===== config.mk =====
export PLATFORM = sky130hd
export DESIGN_NAME = image_sequencer
export DESIGN_NICKNAME = d
export VERILOG_FILES = /design/src/rtl/image_sequencer_pkg.sv /design/src/rtl/sequencer_cmd_fifo.sv /design/src/rtl/image_sequencer.sv
export SDC_FILE = /design/constraint.sdc
export NUM_CORES = 1
export LEC_CHECK = 0
export CORE_ASPECT_RATIO = 0.8
export CORE_UTILIZATION = 60
export DETAILED_ROUTE_END_ITERATION = 16
export MAX_ROUTING_LAYER = met4
export PLACE_DENSITY = 0.79
export RECOVER_POWER = 25
export SETUP_SLACK_MARGIN = 0.2
export SYNTH_ARGS = -nofsm -noshare
export SYNTH_HDL_FRONTEND = slang
export SYNTH_SLANG_ARGS = --single-unit

===== constraint.sdc =====
create_clock -name s_axi_aclk -period 11.8 [get_ports s_axi_aclk]
set_clock_uncertainty 0.15 [all_clocks]
set_input_delay 3.54 -clock s_axi_aclk [delete_from_list [all_inputs] [get_ports s_axi_aclk]]
set_output_delay 3.54 -clock s_axi_aclk [all_outputs]
set_load 0.05 [all_outputs]

===== src/rtl/image_sequencer_pkg.sv =====
`default_nettype none
// ============================================================================
// Module      : image_sequencer_pkg
// Description : Shared types and constants for the timestamp-scheduled frame
//               sequencer: FSM state encoding, queued command record and
//               interrupt bit positions.
// Revision    : 1.0 - initial release
// ============================================================================
package image_sequencer_pkg;

  // Slot field in the queued record is fixed-width so the struct can live in
  // the package; the top zero-extends the (narrower) port value into it.
  localparam int CMD_SLOT_W = 16;

  // irq_status bit positions
  localparam int IRQ_DRAINED = 0;
  localparam int IRQ_LATE    = 1;
  localparam int IRQ_ILLEGAL = 2;
  localparam int IRQ_W       = 3;

  typedef enum logic [2:0] {
    ST_IDLE      = 3'd0,
    ST_WAIT_TIME = 3'd1,
    ST_REQ       = 3'd2,
    ST_WAIT_ACK  = 3'd3,
    ST_SWITCH    = 3'd4
  } seq_state_t;

  typedef struct packed {
    logic [63:0]           timestamp;
    logic [CMD_SLOT_W-1:0] slot;
    logic                  expose;
  } cmd_t;

endpackage : image_sequencer_pkg
`default_nettype wire


===== src/rtl/sequencer_cmd_fifo.sv =====
`default_nettype none
// ============================================================================
// Module      : sequencer_cmd_fifo
// Description : Synchronous first-word-fall-through FIFO of cmd_t records.
//               DEPTH must be a power of two (>= 2) so the pointers wrap
//               naturally.
// Ports       : clk, rst          - clock, synchronous active-high reset
//               push, push_data   - write request (ignored when full)
//               pop, head         - read request (ignored when empty), head
//               level             - registered occupancy 0..DEPTH
//               full, empty       - occupancy flags
// Revision    : 1.0 - initial release
// ============================================================================
module sequencer_cmd_fifo
  import image_sequencer_pkg::*;
#(
  parameter int DEPTH = 16
) (
  input  logic                   clk,
  input  logic                   rst,
  input  logic                   push,
  input  cmd_t                   push_data,
  input  logic                   pop,
  output cmd_t                   head,
  output logic [$clog2(DEPTH):0] level,
  output logic                   full,
  output logic                   empty
);

  localparam int AW = $clog2(DEPTH);
  localparam int LW = AW + 1;

  cmd_t            mem [DEPTH];
  logic [AW-1:0]   wr_ptr;
  logic [AW-1:0]   rd_ptr;
  logic            do_push;
  logic            do_pop;

  assign full    = (level == LW'(DEPTH));
  assign empty   = (level == '0);
  assign do_push = push && !full;
  assign do_pop  = pop && !empty;
  assign head    = mem[rd_ptr];

  always_ff @(posedge clk) begin
    if (do_push) begin
      mem[wr_ptr] <= push_data;
    end
  end

  always_ff @(posedge clk) begin
    if (rst) begin
      wr_ptr <= '0;
      rd_ptr <= '0;
      level  <= '0;
    end else begin
      if (do_push) begin
        wr_ptr <= wr_ptr + 1'b1;
      end
      if (do_pop) begin
        rd_ptr <= rd_ptr + 1'b1;
      end
      case ({do_push, do_pop})
        2'b10:   level <= level + 1'b1;
        2'b01:   level <= level - 1'b1;
        default: level <= level;
      endcase
    end
  end

endmodule : sequencer_cmd_fifo
`default_nettype wire


===== src/rtl/image_sequencer.sv =====
`default_nettype none
// ============================================================================
// Module      : image_sequencer
// Description : Timestamp-scheduled multi-slot frame sequencer. Queued
//               {timestamp, slot, expose} commands are executed when the
//               global time counter reaches the timestamp: the selected frame
//               slot is streamed from DRAM as bounded read bursts, then
//               image_change pulses and, optionally, camera_exposure_start
//               follows after EXPOSURE_DELAY cycles.
// Ports       : s_axi_aclk, image_sender_reset  - clock, sync active-high rst
//               counter, auto_start              - time base, run enable
//               cmd_*                            - command push interface
//               dram_read_*, dram_buffer_full    - DRAM burst request port
//               image_change, camera_exposure_start - event pulses
//               irq_*, late_count                - interrupt / status
//               queue_level, busy                - occupancy / activity
// Revision    : 1.0 - initial release
// ============================================================================
module image_sequencer
  import image_sequencer_pkg::*;
#(
  parameter int                         DRAM_ADDR_WIDTH = 39,
  parameter int                         DRAM_DATA_WIDTH = 128,
  parameter int                         NUM_SLOTS       = 8,
  parameter logic [DRAM_ADDR_WIDTH-1:0] SLOT_BASE       = '0,
  parameter logic [DRAM_ADDR_WIDTH-1:0] SLOT_STRIDE     = 'h10_0000,
  parameter int                         FRAME_BEATS     = 49152,
  parameter int                         BURST_LEN       = 64,
  parameter int                         CMD_DEPTH       = 16,
  parameter int                         EXPOSURE_DELAY  = 4,
  localparam int                        SLOT_W          = $clog2(NUM_SLOTS),
  localparam int                        LEVEL_W         = $clog2(CMD_DEPTH) + 1
) (
  input  logic                       s_axi_aclk,
  input  logic                       image_sender_reset,
  input  logic [63:0]                counter,
  input  logic                       auto_start,
  input  logic                       cmd_valid,
  output logic                       cmd_ready,
  input  logic [63:0]                cmd_timestamp,
  input  logic [SLOT_W:0]            cmd_slot,
  input  logic                       cmd_expose,
  output logic [DRAM_ADDR_WIDTH-1:0] dram_read_addr,
  output logic [7:0]                 dram_read_len,
  output logic                       dram_read_en,
  input  logic                       dram_read_busy,
  input  logic                       dram_buffer_full,
  output logic                       image_change,
  output logic                       camera_exposure_start,
  output logic                       irq_signal,
  output logic [IRQ_W-1:0]           irq_status,
  input  logic [IRQ_W-1:0]           irq_clear,
  output logic [15:0]                late_count,
  output logic [LEVEL_W-1:0]         queue_level,
  output logic                       busy
);

  localparam int AW    = DRAM_ADDR_WIDTH;
  localparam int BPB   = DRAM_DATA_WIDTH / 8;
  localparam int REM_W = $clog2(FRAME_BEATS + 1);
  localparam int EXP_W = $clog2(EXPOSURE_DELAY + 1);

  seq_state_t        state;
  seq_state_t        state_n;

  cmd_t              push_cmd;
  cmd_t              head_cmd;
  logic              fifo_full;
  logic              fifo_empty;
  logic              pop;

  logic [AW-1:0]     cur_addr;
  logic [REM_W-1:0]  remaining;
  logic [63:0]       ts;
  logic              expose;
  logic              first_wait;   // high only on the first WAIT_TIME cycle
  logic              ack_settled;  // high from the second WAIT_ACK cycle on
  logic [EXP_W-1:0]  exp_cnt;

  logic [8:0]        beats;
  logic              slot_illegal;
  logic              issue;
  logic              late_now;
  logic              load_exposure;
  logic [IRQ_W-1:0]  irq_set;

  // --------------------------------------------------------------------------
  // Command queue
  // --------------------------------------------------------------------------
  assign push_cmd = '{timestamp: cmd_timestamp,
                      slot:      CMD_SLOT_W'(cmd_slot),
                      expose:    cmd_expose};

  sequencer_cmd_fifo #(
    .DEPTH (CMD_DEPTH)
  ) u_cmd_fifo (
    .clk       (s_axi_aclk),
    .rst       (image_sender_reset),
    .push      (cmd_valid),
    .push_data (push_cmd),
    .pop       (pop),
    .head      (head_cmd),
    .level     (queue_level),
    .full      (fifo_full),
    .empty     (fifo_empty)
  );

  assign cmd_ready    = !fifo_full;
  assign slot_illegal = (head_cmd.slot >= CMD_SLOT_W'(NUM_SLOTS));

  // Beats in the next burst: whatever is left, capped at BURST_LEN.
  assign beats = (32'(remaining) < 32'(BURST_LEN)) ? 9'(remaining) : 9'(BURST_LEN);

  // --------------------------------------------------------------------------
  // Sequencer FSM
  // --------------------------------------------------------------------------
  always_ff @(posedge s_axi_aclk) begin
    if (image_sender_reset) begin
      state <= ST_IDLE;
    end else begin
      state <= state_n;
    end
  end

  always_comb begin
    state_n       = state;
    pop           = 1'b0;
    issue         = 1'b0;
    image_change  = 1'b0;
    load_exposure = 1'b0;
    late_now      = 1'b0;
    irq_set       = '0;
    case (state)
      ST_IDLE: begin
        if (!fifo_empty && auto_start) begin
          pop = 1'b1;
          if (slot_illegal) begin
            irq_set[IRQ_ILLEGAL] = 1'b1;
          end else begin
            state_n = ST_WAIT_TIME;
          end
        end
      end
      ST_WAIT_TIME: begin
        if (first_wait && (counter > ts)) begin
          irq_set[IRQ_LATE] = 1'b1;
          late_now          = 1'b1;
        end
        if (counter >= ts) begin
          state_n = ST_REQ;
        end
      end
      ST_REQ: begin
        if (!dram_read_busy && !dram_buffer_full) begin
          issue   = 1'b1;
          state_n = ST_WAIT_ACK;
        end
      end
      ST_WAIT_ACK: begin
        // The reader only raises busy the cycle after the strobe, so the
        // first WAIT_ACK cycle never looks at it.
        if (ack_settled && !dram_read_busy) begin
          state_n = (remaining != '0) ? ST_REQ : ST_SWITCH;
        end
      end
      ST_SWITCH: begin
        image_change  = 1'b1;
        load_exposure = expose;
        if (fifo_empty) begin
          irq_set[IRQ_DRAINED] = 1'b1;
        end
        state_n = ST_IDLE;
      end
      default: begin
        state_n = ST_IDLE;
      end
    endcase
  end

  assign dram_read_en = issue;
  assign busy         = (state != ST_IDLE);

  // --------------------------------------------------------------------------
  // Working registers, burst request registers, status
  // --------------------------------------------------------------------------
  always_ff @(posedge s_axi_aclk) begin
    if (image_sender_reset) begin
      cur_addr       <= '0;
      remaining      <= '0;
      ts             <= '0;
      expose         <= 1'b0;
      first_wait     <= 1'b0;
      ack_settled    <= 1'b0;
      dram_read_addr <= '0;
      dram_read_len  <= '0;
      irq_status     <= '0;
      late_count     <= '0;
    end else begin
      first_wait  <= (state != ST_WAIT_TIME) && (state_n == ST_WAIT_TIME);
      ack_settled <= (state == ST_WAIT_ACK);

      if (pop && !slot_illegal) begin
        ts        <= head_cmd.timestamp;
        expose    <= head_cmd.expose;
        cur_addr  <= SLOT_BASE + AW'(head_cmd.slot) * SLOT_STRIDE;
        remaining <= REM_W'(FRAME_BEATS);
      end

      // Request registers are loaded on entry to REQ so they are already
      // valid when the strobe fires, and hold until the next burst.
      if ((state != ST_REQ) && (state_n == ST_REQ)) begin
        dram_read_addr <= cur_addr;
        dram_read_len  <= 8'(beats - 9'd1);
      end

      if (issue) begin
        cur_addr  <= cur_addr + AW'(beats) * AW'(BPB);
        remaining <= remaining - REM_W'(beats);
      end

      // Set wins over a simultaneous clear.
      irq_status <= (irq_status & ~irq_clear) | irq_set;

      if (late_now && (late_count != 16'hFFFF)) begin
        late_count <= late_count + 16'd1;
      end
    end
  end

  assign irq_signal = |irq_status;

  // --------------------------------------------------------------------------
  // Exposure delay: loaded with EXPOSURE_DELAY on the cycle after the
  // image_change pulse, so the pulse on the count of 1 lands exactly
  // EXPOSURE_DELAY cycles after image_change. A reload restarts it.
  // --------------------------------------------------------------------------
  always_ff @(posedge s_axi_aclk) begin
    if (image_sender_reset) begin
      exp_cnt <= '0;
    end else if (load_exposure) begin
      exp_cnt <= EXP_W'(EXPOSURE_DELAY);
    end else if (exp_cnt != '0) begin
      exp_cnt <= exp_cnt - 1'b1;
    end
  end

  assign camera_exposure_start = (exp_cnt == EXP_W'(1));

endmodule : image_sequencer
`default_nettype wire


==> flow_metrics.env <==
export IMPL_critPathKind="in -> out"
export IMPL_fin_total_pwr_uw=11220
export IMPL_slew_headroom=0.1853
export IMPL_hold_viol=0
export IMPL_synth_edf_count=1104
export IMPL_grt_pass1_vias=28727
export IMPL_drive_gt1_frac=0.1965
export IMPL_via_count=28188
export IMPL_yosysUniqueCellTypes=64
export IMPL_max_freq_mhz=101.2
export IMPL_antenna_left=0
export IMPL_cts_hold_buf=0
export IMPL_seq_area_frac_synth=0.7205
export IMPL_finalCritPeriodShare=0.8378
export IMPL_die_y_um=264.4
export IMPL_design_core_area_mm2=0.08463
export IMPL_hold_end="ts[1]"
export IMPL_cts_reportedPaths_clkPinSlew_ns=0.06
export IMPL_num_rows=95
export IMPL_gp_congestion=0.8467
export IMPL_r2r_end="cur_addr[36]"
export IMPL_io_pins=219
export IMPL_cts_buffers=118
export IMPL_drv_cap=0
export IMPL_synth_compound_area_share=0.02757
export IMPL_layout_nets=3285
export IMPL_grt_max_degree=133
export IMPL_yosys_area_share_simple=0.04607
export IMPL_synth_top_family_by_area="multiplexers"
export IMPL_synth_top_area_share=0.6418
export IMPL_drc=0
export IMPL_cts_num_sinks=1307
export IMPL_start_util=0.6103
export IMPL_area_growth_pct=14.85
export IMPL_yosysTopAreaCell="edfxtp_1"
export IMPL_powerDensity_mw_per_mm2=189.1
export IMPL_first_pass_iters=5
export IMPL_cts_tree="done"
export IMPL_drtIter0Drc=3099
export IMPL_worst_endpoint_required_ns=8.11
export IMPL_wire_per_inst_um=29.27
export IMPL_dpl_hpwl_um=63700
export IMPL_holdCritStartpoint="ts[1]"
export IMPL_cts_buffer_depth=3
export IMPL_status="finished clean"
export IMPL_crit_path_start_kind="primary input"
export IMPL_min_path_cells=2
export IMPL_ys_warn_count=0
export IMPL_syn_instance_count=2812
export IMPL_worst_r2r_path_depth=14
export IMPL_synth_area_mm2=0.05165
export IMPL_synth_xor_area_frac=0.005426
export IMPL_yosysMostFrequentCell="edfxtp_1"
export IMPL_synthTopCellsByArea="edfxtp_1 (64%), mux4_2 (15%), dfxtp_1 (7.9%)"
export IMPL_timing_rr_start="remaining[7]"
export IMPL_worst_pin_slew_ns=1.222
export IMPL_end_kind="output pin"
export IMPL_grt_util_all_layers=0.3020
export IMPL_maxSlewViolCount=0
export IMPL_synthTopCellsByCount="edfxtp_1 (1104), mux4_2 (345), nand2_1 (204)"
export IMPL_p_leak_uw=0.01850
export IMPL_ir_drop_uv=148.0
export IMPL_arrival_ns=6.20
export IMPL_grt_setup_unrepaired="no"
export IMPL_finalSetupTns_ns=0
export IMPL_synth_seq_cells=1307
export IMPL_finalSetupViolCount=0
export IMPL_ys_async_sr_fraction=0
export IMPL_antenna_found_initial=22
export IMPL_synthAdderAreaFrac=0.02209
export IMPL_root_buffer="clkbuf_16"
export IMPL_synth_area_per_cell_um2=18.37
export IMPL_cp_max_fo=24
export IMPL_drt_wl_total_um=125600
export IMPL_ctsResizeCount=0
export IMPL_overflow=0
export IMPL_synth_mux_area_frac=0.1597
export IMPL_ys_flop_type="edfxtp_1"
export IMPL_clock_latency_ns=0.72
export IMPL_cp_startpoint="dram_read_busy"
export IMPL_fill_cells=4929
export IMPL_dieArea_mm2=0.08727
export IMPL_layout_min_cycle_time_ns=9.886
export IMPL_io_buffers=214
export IMPL_cts_max_level=3
export IMPL_hold_class="reg -> reg"
export IMPL_die_w_um=330.0
export IMPL_post_cts_setup_buffer_count=0
export IMPL_grt_pass1_wl_um=184500
export IMPL_postLayoutCoreUtil=0.7010
export IMPL_ff2ff_setup_slack_ns=7.14
export IMPL_via_per_inst=6.571
## registers in the layout, summed over array words and instances (netlist names), 3 cells and up, named ones only
| register | flops |
|---|---|
| irq_status | 3 |
| dram_read_len | 8 |
| u_cmd_fifo.rd_ptr | 4 |
| late_count | 16 |
| u_cmd_fifo.wr_ptr | 4 |
| u_cmd_fifo.level | 5 |
| ts | 64 |
| exp_cnt | 3 |
| u_cmd_fifo.mem | 1104 |
| remaining | 16 |
| dram_read_addr | 35 |
| state | 3 |
| cur_addr | 35 |
## stage by stage
step,hold WS (ns),cells,instance area (um^2),setup slack (ns)
floorplan,0.2863,2818,51680,2.293
global placement,0.2933,4048,55100,1.978
detailed placement,0.2982,4048,55100,1.952
CTS,0.3073,4271,59280,1.927
global route,0.3341,4288,59320,1.817
finish,0.3069,4290,59330,1.915
## critical path, cell delays in order
cell,delay (ns)
clkdlybuf4s50_1,0.45
or4_1,0.93
inv_2,0.40
clkdlybuf4s50_1,0.87
## routing by layer
| layer | vias to the layer above | wire length [um] | global-route usage | share of wire |
|---|---|---|---|---|
| met4 | 0 | 3772 | 0.09665 | 0.030 |
| met1 | 14491 | 47220 | 0.3933 | 0.38 |
| met2 | 1747 | 62650 | 0.4854 | 0.50 |
| met5 | - | 0 | - | 0 |
| li1 | 11690 | - | - | - |
| met3 | 260 | 11930 | 0.05830 | 0.095 |
## kinds of logic (layout without fill, tap and decap cells)
logic type                 after synthesis  after routing
xor gates and xnor gates                32             32
other                                    1             26
and+or+nand+nor                        513            513
adders and majority gates               90             90
DFF                                   1307           1307
muxes                                  392            392
buffers and inverters                  235            573
AOI/OAI and AO/OA                      242            242
## worst max-delay path by stage
| stage | to | slack [ns] |
|---|---|---|
| floorplan | u_cmd_fifo.mem[3][0] | 2.29 |
| global placement | dram_read_en | 1.98 |
| detailed placement | dram_read_en | 1.95 |
| CTS | dram_read_en | 1.93 |
| global route | dram_read_en | 1.82 |
| finish | dram_read_en | 1.91 |
## report_power, final
part | leakage (uW) | switching, uW | total, uW | internal, uW
Sequential | 0.0116 | 140 | 5330 | 5190
Combinational | 0.00487 | 1010 | 1790 | 778
Clock | 0.00202 | 1730 | 4100 | 2380
Total | 0.0185 | 2870 | 11200 | 8350
## cell usage in the layout, fill, tap and decap left out, types with 12 or more instances in the layout
| cell | instances |
|---|---|
| nand2b_1 | 15 |
| ha_1 | 88 |
| nand4_1 | 21 |
| or4_1 | 13 |
| clkbuf_1 | 24 |
| and2_1 | 15 |
| edfxtp_1 | 1104 |
| bufinv_16 | 19 |
| nand3_1 | 37 |
| clkbuf_16 | 121 |
| a21oi_1 | 140 |
| clkdlybuf4s50_1 | 166 |
| nor2_1 | 120 |
| o21ai_0 | 24 |
| o211ai_1 | 12 |
| mux2i_1 | 40 |
| clkinv_2 | 17 |
| clkinv_1 | 12 |
| inv_1 | 89 |
| nor3_1 | 17 |
| buf_4 | 43 |
| dfxtp_1 | 199 |
| nand2_1 | 204 |
| nor2_4 | 13 |
| diode_2 | 19 |
| xnor2_1 | 23 |
| dlygate4sd3_1 | 47 |
| mux4_2 | 345 |
## area by class of cell
type | instances | area (um^2) | area share
flip-flops and latches | 1307 | 37230 | 0.6276
well taps | 1115 | 1395 | 0.02352
clock buffers | 156 | 3269 | 0.05511
diodes | 19 | 47.55 | 0.0008014
inverters | 92 | 345.3 | 0.005821
clock inverters | 67 | 912.1 | 0.01537
multi-input cells | 1276 | 13640 | 0.2299
repair buffers | 258 | 2486 | 0.04191
(Power assumes the default switching activity.)
